[src/rtl/fetch_stage.sv]
// fetch_stage: instruction fetch front end.
// Issues one ROM read per cycle while there is room for the returning word,
// pairs each returning word with the PC that requested it, and buffers up to
// two {pc, instr} pairs for the decode stage. A redirect from execute flushes
// the buffer and the in-flight request, then restarts fetch at the target.
// Optional build macro: FETCH_DEBUG_EN adds debug_IF_pc / debug_IF_bufCount.
module fetch_stage #(
  parameter logic [31:0] RESET_PC = 32'h0000_0000
) (
  input  logic        clk_i_fetch,
  input  logic        reset_i_fetch,
  output logic        romEn_o,
  output logic [31:0] romAddr_o,
  input  logic [31:0] romData_i,
  input  logic        idReady_i,
  output logic        ifidValid_o,
  output logic [31:0] ifidPcAddr_o,
  output logic [31:0] ifidInstr_o,
  input  logic        redirect_i,
  input  logic [31:0] redirectPc_i
`ifdef FETCH_DEBUG_EN
  ,
  output logic [31:0] debug_IF_pc,
  output logic [1:0]  debug_IF_bufCount
`endif
);

  // Word-aligned reset PC; the low two bits of the parameter are ignored.
  localparam logic [31:0] RESET_PC_ALIGNED = {RESET_PC[31:2], 2'b00};
  localparam int          DEPTH            = 2;

  // Architectural fetch state
  logic [31:0] pc_q;
  logic [31:0] pc_next;
  logic        inflight_q;
  logic [31:0] issue_pc_q;

  // Two-entry buffer of {pc, instr}, ring-addressed by one-bit pointers
  logic [31:0] fifo_pc_q    [DEPTH];
  logic [31:0] fifo_instr_q [DEPTH];
  logic        rd_ptr_q;
  logic        rd_ptr_next;
  logic        wr_ptr_q;
  logic        wr_ptr_next;
  logic [1:0]  count_q;
  logic [1:0]  count_next;

  // Per-cycle control
  logic             pop;
  logic             push;
  logic             issue;
  logic [2:0]       occupancy;
  logic [31:0]      redirect_target;
  logic [DEPTH-1:0] wr_en;

  assign redirect_target = {redirectPc_i[31:2], 2'b00};

  // Handshake, response acceptance and issue decision.
  // Occupancy counts buffered words plus the word still in flight, less the
  // word leaving this cycle; a new request is only made if its reply will
  // find a free slot. Issue is also held off while reset is asserted so the
  // ROM sees no request during reset.
  always_comb begin
    ifidValid_o = (count_q != 2'd0) && !redirect_i;
    pop         = ifidValid_o && idReady_i;
    push        = inflight_q && !redirect_i;
    occupancy   = {1'b0, count_q} + {2'b00, inflight_q} - {2'b00, pop};
    issue       = !reset_i_fetch && !redirect_i && (occupancy < 3'd2);
  end

  assign romEn_o   = issue;
  assign romAddr_o = pc_q;

  // Present the buffer head; an empty buffer shows zeros.
  always_comb begin
    ifidPcAddr_o = 32'd0;
    ifidInstr_o  = 32'd0;
    if (count_q != 2'd0) begin
      ifidPcAddr_o = fifo_pc_q[rd_ptr_q];
      ifidInstr_o  = fifo_instr_q[rd_ptr_q];
    end
  end

  // Next PC, pointers and occupancy; a redirect overrides issue, push and pop.
  always_comb begin
    pc_next     = pc_q;
    count_next  = count_q;
    rd_ptr_next = rd_ptr_q;
    wr_ptr_next = wr_ptr_q;
    if (redirect_i) begin
      pc_next     = redirect_target;
      count_next  = 2'd0;
      rd_ptr_next = 1'b0;
      wr_ptr_next = 1'b0;
    end else begin
      if (issue) begin
        // Natural 32-bit wrap takes FFFF_FFFC back to 0.
        pc_next = pc_q + 32'd4;
      end
      if (pop) begin
        rd_ptr_next = ~rd_ptr_q;
      end
      if (push) begin
        wr_ptr_next = ~wr_ptr_q;
      end
      case ({push, pop})
        2'b10:   count_next = count_q + 2'd1;
        2'b01:   count_next = count_q - 2'd1;
        default: count_next = count_q;
      endcase
    end
  end

  // PC, request tracking and the captured issuing PC.
  // issue_pc_q holds the address of the outstanding request so the word that
  // arrives next cycle is tagged with the PC that fetched it.
  always_ff @(posedge clk_i_fetch or posedge reset_i_fetch) begin
    if (reset_i_fetch) begin
      pc_q       <= RESET_PC_ALIGNED;
      inflight_q <= 1'b0;
      issue_pc_q <= 32'd0;
    end else begin
      pc_q       <= pc_next;
      inflight_q <= issue;
      if (issue) begin
        issue_pc_q <= pc_q;
      end
    end
  end

  // Buffer pointers and occupancy
  always_ff @(posedge clk_i_fetch or posedge reset_i_fetch) begin
    if (reset_i_fetch) begin
      count_q  <= 2'd0;
      rd_ptr_q <= 1'b0;
      wr_ptr_q <= 1'b0;
    end else begin
      count_q  <= count_next;
      rd_ptr_q <= rd_ptr_next;
      wr_ptr_q <= wr_ptr_next;
    end
  end

  // One write strobe per buffer slot
  for (genvar gi = 0; gi < DEPTH; gi++) begin : g_wr_en
    assign wr_en[gi] = push && (wr_ptr_q == 1'(gi));
  end

  // Buffer storage: the arriving ROM word is written with its issuing PC.
  always_ff @(posedge clk_i_fetch or posedge reset_i_fetch) begin
    if (reset_i_fetch) begin
      for (int i = 0; i < DEPTH; i++) begin
        fifo_pc_q[i]    <= 32'd0;
        fifo_instr_q[i] <= 32'd0;
      end
    end else begin
      for (int i = 0; i < DEPTH; i++) begin
        if (wr_en[i]) begin
          fifo_pc_q[i]    <= issue_pc_q;
          fifo_instr_q[i] <= romData_i;
        end
      end
    end
  end

`ifdef FETCH_DEBUG_EN
  // Debug taps mirror internal state combinationally.
  assign debug_IF_pc       = pc_q;
  assign debug_IF_bufCount = count_q;
`else
  // Debug taps are not built; behaviour is otherwise identical.
`endif

endmodule

[config.mk]
export PLATFORM = sky130hd
export DESIGN_NAME = fetch_stage
export DESIGN_NICKNAME = d
export VERILOG_FILES = /design/src/rtl/fetch_stage.sv
export SDC_FILE = /design/constraint.sdc
export NUM_CORES = 1
export LEC_CHECK = 0
export ABC_AREA = 1
export ABC_CLOCK_PERIOD_IN_PS = 10900
export BUFFER_PORTS_ARGS = -buffer_cell sky130_fd_sc_hd__buf_2
export CORE_ASPECT_RATIO = 1.75
export CORE_MARGIN = 5
export CORE_UTILIZATION = 55
export DETAILED_ROUTE_END_ITERATION = 12
export PLACE_DENSITY = 0.79
export SLEW_MARGIN = 20
export SYNTH_ARGS = -nofsm -noshare
export SYNTH_HDL_FRONTEND = slang
export SYNTH_SLANG_ARGS = --single-unit
[constraint.sdc]
create_clock -name clk_i_fetch -period 10.9 [get_ports clk_i_fetch]
set_clock_uncertainty 0.1 [all_clocks]
set_input_delay 2.725 -clock clk_i_fetch [delete_from_list [all_inputs] [get_ports clk_i_fetch]]
set_output_delay 2.725 -clock clk_i_fetch [all_outputs]
set_load 0.01 [all_outputs]
==> results of run 1 <==
==> through the flow <==
stage / cell area [µm²] / setup WS [ns]
after global routing: 10600 / 2.61
after global placement: 9990 / 2.90
after floorplan: 9170 / 0.735
after detailed placement: 9990 / 2.87
after CTS: 10600 / 2.85
final: 10600 / 2.88
==> cells in the final DEF (no fill, tap or decap), types with 9 or more instances in the layout <==
cell type	n
nand2_1	420
buf_4	9
nand3_1	65
clkbuf_16	17
nor2_2	11
o21ai_0	141
nor2_1	57
buf_2	159
o21ai_1	18
inv_6	9
inv_1	130
a21oi_1	75
dfrtp_1	188
==> sequential cells by signal, summed over array words and instances, names as in the netlist <==
name          flops
count_q           2
romAddr_o        30
wr_ptr_q          1
issue_pc_q       30
inflight_q        1
fifo_pc_q        60
rd_ptr_q          1
fifo_instr_q     64
==> routing by layer <==
metal / vias up / routed length [µm] / global-route usage (%)
met3: 42 / 943 / 3.12
met4: 0 / 647 / 8.80
met1: 3728 / 9310 / 29.9
li1: 4023 / - / -
met5: - / 0 / 0
met2: 224 / 11500 / 41.4
==> critical path, stage by stage <==
cell     delay [ns]
buf_2          0.15
nor3_1         0.26
ha_1           0.27
or2_2          0.30
fa_1           0.49
nand2_1        0.05
nor2_1         0.14
nand2_2        0.06
inv_1          0.49
buf_2          0.26
==> where the power goes <==
part           internal (mW)  switching [mW]
logic                  0.304           0.552
clock network          0.347           0.286
registers              0.955           0.157
==> cell families after synthesis <==
kind of cell,Yosys count,synth area share [%]
AND/OR/NAND/NOR,568,25.2
AO/OA/AOI/OAI,241,13.4
buffers and inverters,200,9.20
flip-flops,189,51.7
adder cells (fa/ha/maj),3,0.492
XOR/XNOR,1,0.0957
other,1,0.0410
==> worst paths after layout <==
path,startpoint,endpoint,depth (start not counted)
worst min-delay path,fifo_instr_q[25],fifo_instr_q[25],2
worst min register to register,fifo_instr_q[25],fifo_instr_q[25],2
min in group asynchronous,reset_i_fetch,fifo_instr_q[10],2
worst max-delay path,redirect_i,romEn_o,10
max in group asynchronous,reset_i_fetch,rd_ptr_q,4
worst max register to register,count_q[1],romAddr_o[14],13
==> area by class of cell <==
cell class / count / area, µm² / share of cell area [%]
Inverter: 133 / 504 / 4.76
Sequential cell: 189 / 4730 / 44.7
Clock inverter: 15 / 175 / 1.65
Clock buffer: 17 / 425 / 4.02
Tap cell: 224 / 280 / 2.65
Timing Repair Buffer: 168 / 863 / 8.15
Multi-Input combinational cell: 817 / 3610 / 34.1
==> results.sh, run 1 <==
export IMPL_min_period_ns=8.02
export IMPL_die_area_um2=19400
export IMPL_placed_cells=1531
export IMPL_drc=0
export IMPL_cts_tree="yes"
export IMPL_required_ns=8.08
export IMPL_syn_inst=1203
export IMPL_avgViaCountPerCell=5.13
export IMPL_avgSynthCellArea_um2=7.61
export IMPL_grt_pass1_wl_um=37600
export IMPL_post_layout_nonfiller_instances=1563
export IMPL_grt_pass1_vias=7699
export IMPL_p_leak_nw=5.43
export IMPL_yosysTopAreaCell="dfrtp_1"
export IMPL_crit_type="primary input to output port"
export IMPL_fin_nets=1397
export IMPL_p_total_mw=2.60
export IMPL_holdWs_ns=0.384
export IMPL_drt_iter0_drc=594
export IMPL_worstMarginPinSlew_ns=0.837
export IMPL_area_growth_pct=15.6
export IMPL_drv_cap=0
export IMPL_cts_resized=0
export IMPL_crit_fanout=22
export IMPL_synth_top_flop_cell="dfrtp_1"
export IMPL_final_util_pct=64.7
export IMPL_drive_gt1_share_pct=16.9
export IMPL_hpwl_um=14600
export IMPL_avgRoutedWirePerCell_um=14.3
export IMPL_power_density_nw_per_um2=246
export IMPL_cts_sinks=189
export IMPL_rsz0062_at_grt="false"
export IMPL_seq_area_frac_synth_pct=51.7
export IMPL_fillers=1467
export IMPL_placeableCoreArea_um2=16400
export IMPL_setup_violations=0
export IMPL_cts_setup_buffers=0
export IMPL_grt_overflow=0
export IMPL_fmax_mhz=125
export IMPL_clock_root_buffer="clkbuf_16"
export IMPL_clk_pin_slew_worst_paths_ns=0.07
export IMPL_period_share_pct=73.6
export IMPL_synth_top_area_share_pct=51.7
export IMPL_status="complete, no violations"
export IMPL_ant_nets=0
export IMPL_die_h_um=181
export IMPL_port_buffer_count=159
export IMPL_antenna_cells=0
export IMPL_cp_end_kind="output port"
export IMPL_ir_worst_vdd_v=0.000138
export IMPL_rrSetupSlack_ns=7.32
export IMPL_critPathArrivalTime_ns=5.20
export IMPL_first_pass_iters=5
export IMPL_synth_edf_count=0
export IMPL_clk_latency_ns=0.42
export IMPL_synthTopCellsByCount="nand2_1, dfrtp_1, o21ai_0, inv_1, a21oi_1"
export IMPL_grt_use_total_pct=23.8
export IMPL_ioPinCount=166
export IMPL_synth_area_top_cells="dfrtp_1, nand2_1, o21ai_0"
export IMPL_yosys_warnings=0
export IMPL_hold_violations=0
export IMPL_numCtsBuffers=17
export IMPL_gp_congestion=0.953
export IMPL_yosysMostFrequentCell="nand2_1"
export IMPL_vias=8017
export IMPL_cp_start_kind="primary input"
export IMPL_route_final_wire_length_um=22400
export IMPL_hold_buffers=0
export IMPL_cts_buffer_depth=2
export IMPL_initial_core_util_pct=55.9
export IMPL_die_x_um=108
export IMPL_worst_hold_path_type="flip-flop to flip-flop"
export IMPL_ys_ff_latch=189
export IMPL_async_reset_ff_share_pct=100
export IMPL_slew_headroom_pct=44.2
export IMPL_antenna_found_initial=0
export IMPL_tns_ns=0
export IMPL_rows=62
export IMPL_drv_slew=0
export IMPL_grt_max_degree=85
export IMPL_yosysUniqueCellTypes=30
export IMPL_ctsHtreeMaxLevel=4
export IMPL_syn_area_um2=9160
Note: power is estimated with default switching activity, not from simulation.
==> inputs of run 2 (changes only) <==
--- a/config.mk
+++ b/config.mk
@@ -6,7 +6,7 @@
 export NUM_CORES = 1
 export LEC_CHECK = 0
 export ABC_AREA = 1
-export ABC_CLOCK_PERIOD_IN_PS = 10900
+export ABC_CLOCK_PERIOD_IN_PS = 8220
 export BUFFER_PORTS_ARGS = -buffer_cell sky130_fd_sc_hd__buf_2
 export CORE_ASPECT_RATIO = 1.75
 export CORE_MARGIN = 5
==> constraint.sdc (replaced) <==
create_clock -name clk_i_fetch -period 8.22 [get_ports clk_i_fetch]
set_clock_uncertainty 0.1 [all_clocks]
set_input_delay 2.055 -clock clk_i_fetch [delete_from_list [all_inputs] [get_ports clk_i_fetch]]
set_output_delay 2.055 -clock clk_i_fetch [all_outputs]
set_load 0.01 [all_outputs]
==> results.sh, run 2 (synthesis results as in run 1) <==
export IMPL_status="complete, no violations"
export IMPL_worstHoldEndpoint="fifo_instr_q[19]"
export IMPL_cts_tree="yes"
export IMPL_grt_use_total_pct=23.7
export IMPL_avgRoutedWirePerCell_um=14.2
export IMPL_p_leak_nw=5.45
export IMPL_reg2reg_from="count_q[1]"
export IMPL_rows=62
export IMPL_first_pass_iters=5
export IMPL_cts_sinks=189
export IMPL_dpl_cell_area_um2=10000
export IMPL_area_growth_pct=16.1
export IMPL_postLayoutCellArea_um2=10600
export IMPL_p_total_mw=3.48
export IMPL_fmax_mhz=150
export IMPL_period_share_pct=80.9
export IMPL_cts_resized=0
export IMPL_setup_violations=0
export IMPL_numCtsBuffers=17
export IMPL_avgViaCountPerCell=5.08
export IMPL_cts_buffer_depth=2
export IMPL_cts_setup_buffers=0
export IMPL_worstReg2RegEnd="romAddr_o[16]"
export IMPL_required_ns=6.07
export IMPL_tns_ns=0
export IMPL_drv_slew=0
export IMPL_die_area_um2=19400
export IMPL_final_common_cell="nand2_1"
export IMPL_drv_cap=0
export IMPL_grt_pass1_vias=7647
export IMPL_ioPinCount=166
export IMPL_rrSetupSlack_ns=4.68
export IMPL_initial_core_util_pct=55.9
export IMPL_largest_reg_flops=64
export IMPL_grt_pass1_wl_um=37100
export IMPL_rr_worst_depth=13
export IMPL_grt_max_degree=127
export IMPL_hold_violations=0
export IMPL_route_final_wire_length_um=22200
export IMPL_placeableCoreArea_um2=16400
export IMPL_ctsHtreeMaxLevel=4
export IMPL_power_density_nw_per_um2=328
export IMPL_critPathArrivalTime_ns=4.49
export IMPL_crit_fanout=22
export IMPL_hpwl_um=14700
export IMPL_die_h_um=181
export IMPL_antenna_found_initial=0
export IMPL_clock_root_buffer="clkbuf_16"
export IMPL_vias=7940
export IMPL_ir_worst_vdd_v=0.000175
export IMPL_drt_iter0_drc=504
export IMPL_worst_hold_path_type="flip-flop to flip-flop"
export IMPL_port_buffer_count=159
export IMPL_antenna_cells=0
export IMPL_final_cell_mix="nand2_1, dfrtp_1, buf_2"
export IMPL_cp_start_kind="primary input"
export IMPL_drive_gt1_share_pct=16.7
export IMPL_fin_nets=1397
export IMPL_slew_headroom_pct=44.1
export IMPL_whs_path_depth=2
export IMPL_top_register="fifo_instr_q"
export IMPL_grt_overflow=0
export IMPL_min_from="fifo_instr_q[19]"
export IMPL_top_regs="fifo_instr_q: 64 flops, fifo_pc_q: 60 flops"
export IMPL_die_x_um=108
export IMPL_drc=0
export IMPL_gp_congestion=0.913
export IMPL_clk_latency_ns=0.42
export IMPL_clk_pin_slew_worst_paths_ns=0.06
export IMPL_crit_type="primary input to output port"
export IMPL_hold_buffers=0
export IMPL_worstMarginPinSlew_ns=0.839
export IMPL_rsz0062_at_grt="false"
export IMPL_min_period_ns=6.65
export IMPL_ant_nets=0
export IMPL_holdWs_ns=0.381
export IMPL_cp_end_kind="output port"
run 2: metal layers:
layer  global-route usage, %  up-vias  share of wire (%)
met3                    3.98       40                4.3
li1                        -     4012                  -
met2                    40.5      220                 51
met5                       0        -                  0
met4                    10.1        0                3.6
met1                    29.4     3668                 41
run 2: through the flow:
step | util (%) | std cells | setup slack (ns)
2_1_floorplan | - | 1206 | 0.796
3_3_place_gp | 61.1 | 1531 | 1.61
3_5_place_dp | 61.1 | 1531 | 1.57
4_1_cts | 64.9 | 1562 | 1.57
5_1_grt | 64.9 | 1562 | 1.42
6_report | 64.9 | 1562 | 1.57
run 2: layout make-up:
type                    instances  area (µm²)
clock inverters                10         161
well taps                     224         280
clock buffers                  21         470
inverters                     133         503
flip-flops and latches        189        4730
repair buffers                168         876
fillers                      1471        5740
multi-input cells             817        3610
run 2: worst max path at each step:
stage | from | end | slack (ns) | depth (start not counted)
after CTS | redirect_i | romEn_o | 1.57 | 10
final | idReady_i | romEn_o | 1.57 | 11
after detailed placement | redirect_i | romEn_o | 1.57 | 10
after global routing | idReady_i | romEn_o | 1.42 | 11
after floorplan | reset_i_fetch | romEn_o | 0.80 | 6
after global placement | redirect_i | romEn_o | 1.61 | 10
run 2: worst max-delay path: stages:
cell and delay [ns]:
buf_2 0.11, inv_1 0.04, nor3_1 0.23, ha_1 0.27, or2_2 0.31, fa_1 0.48, nand2_1 0.05, nor2_1 0.12
nand2_2 0.07, inv_1 0.51, buf_2 0.25
run 2: where the power goes:
group          internal [mW]  total [mW]  switching [mW]
sequential              1.27        1.48           0.210
combinational          0.403        1.13           0.730
clock                  0.533       0.873           0.341
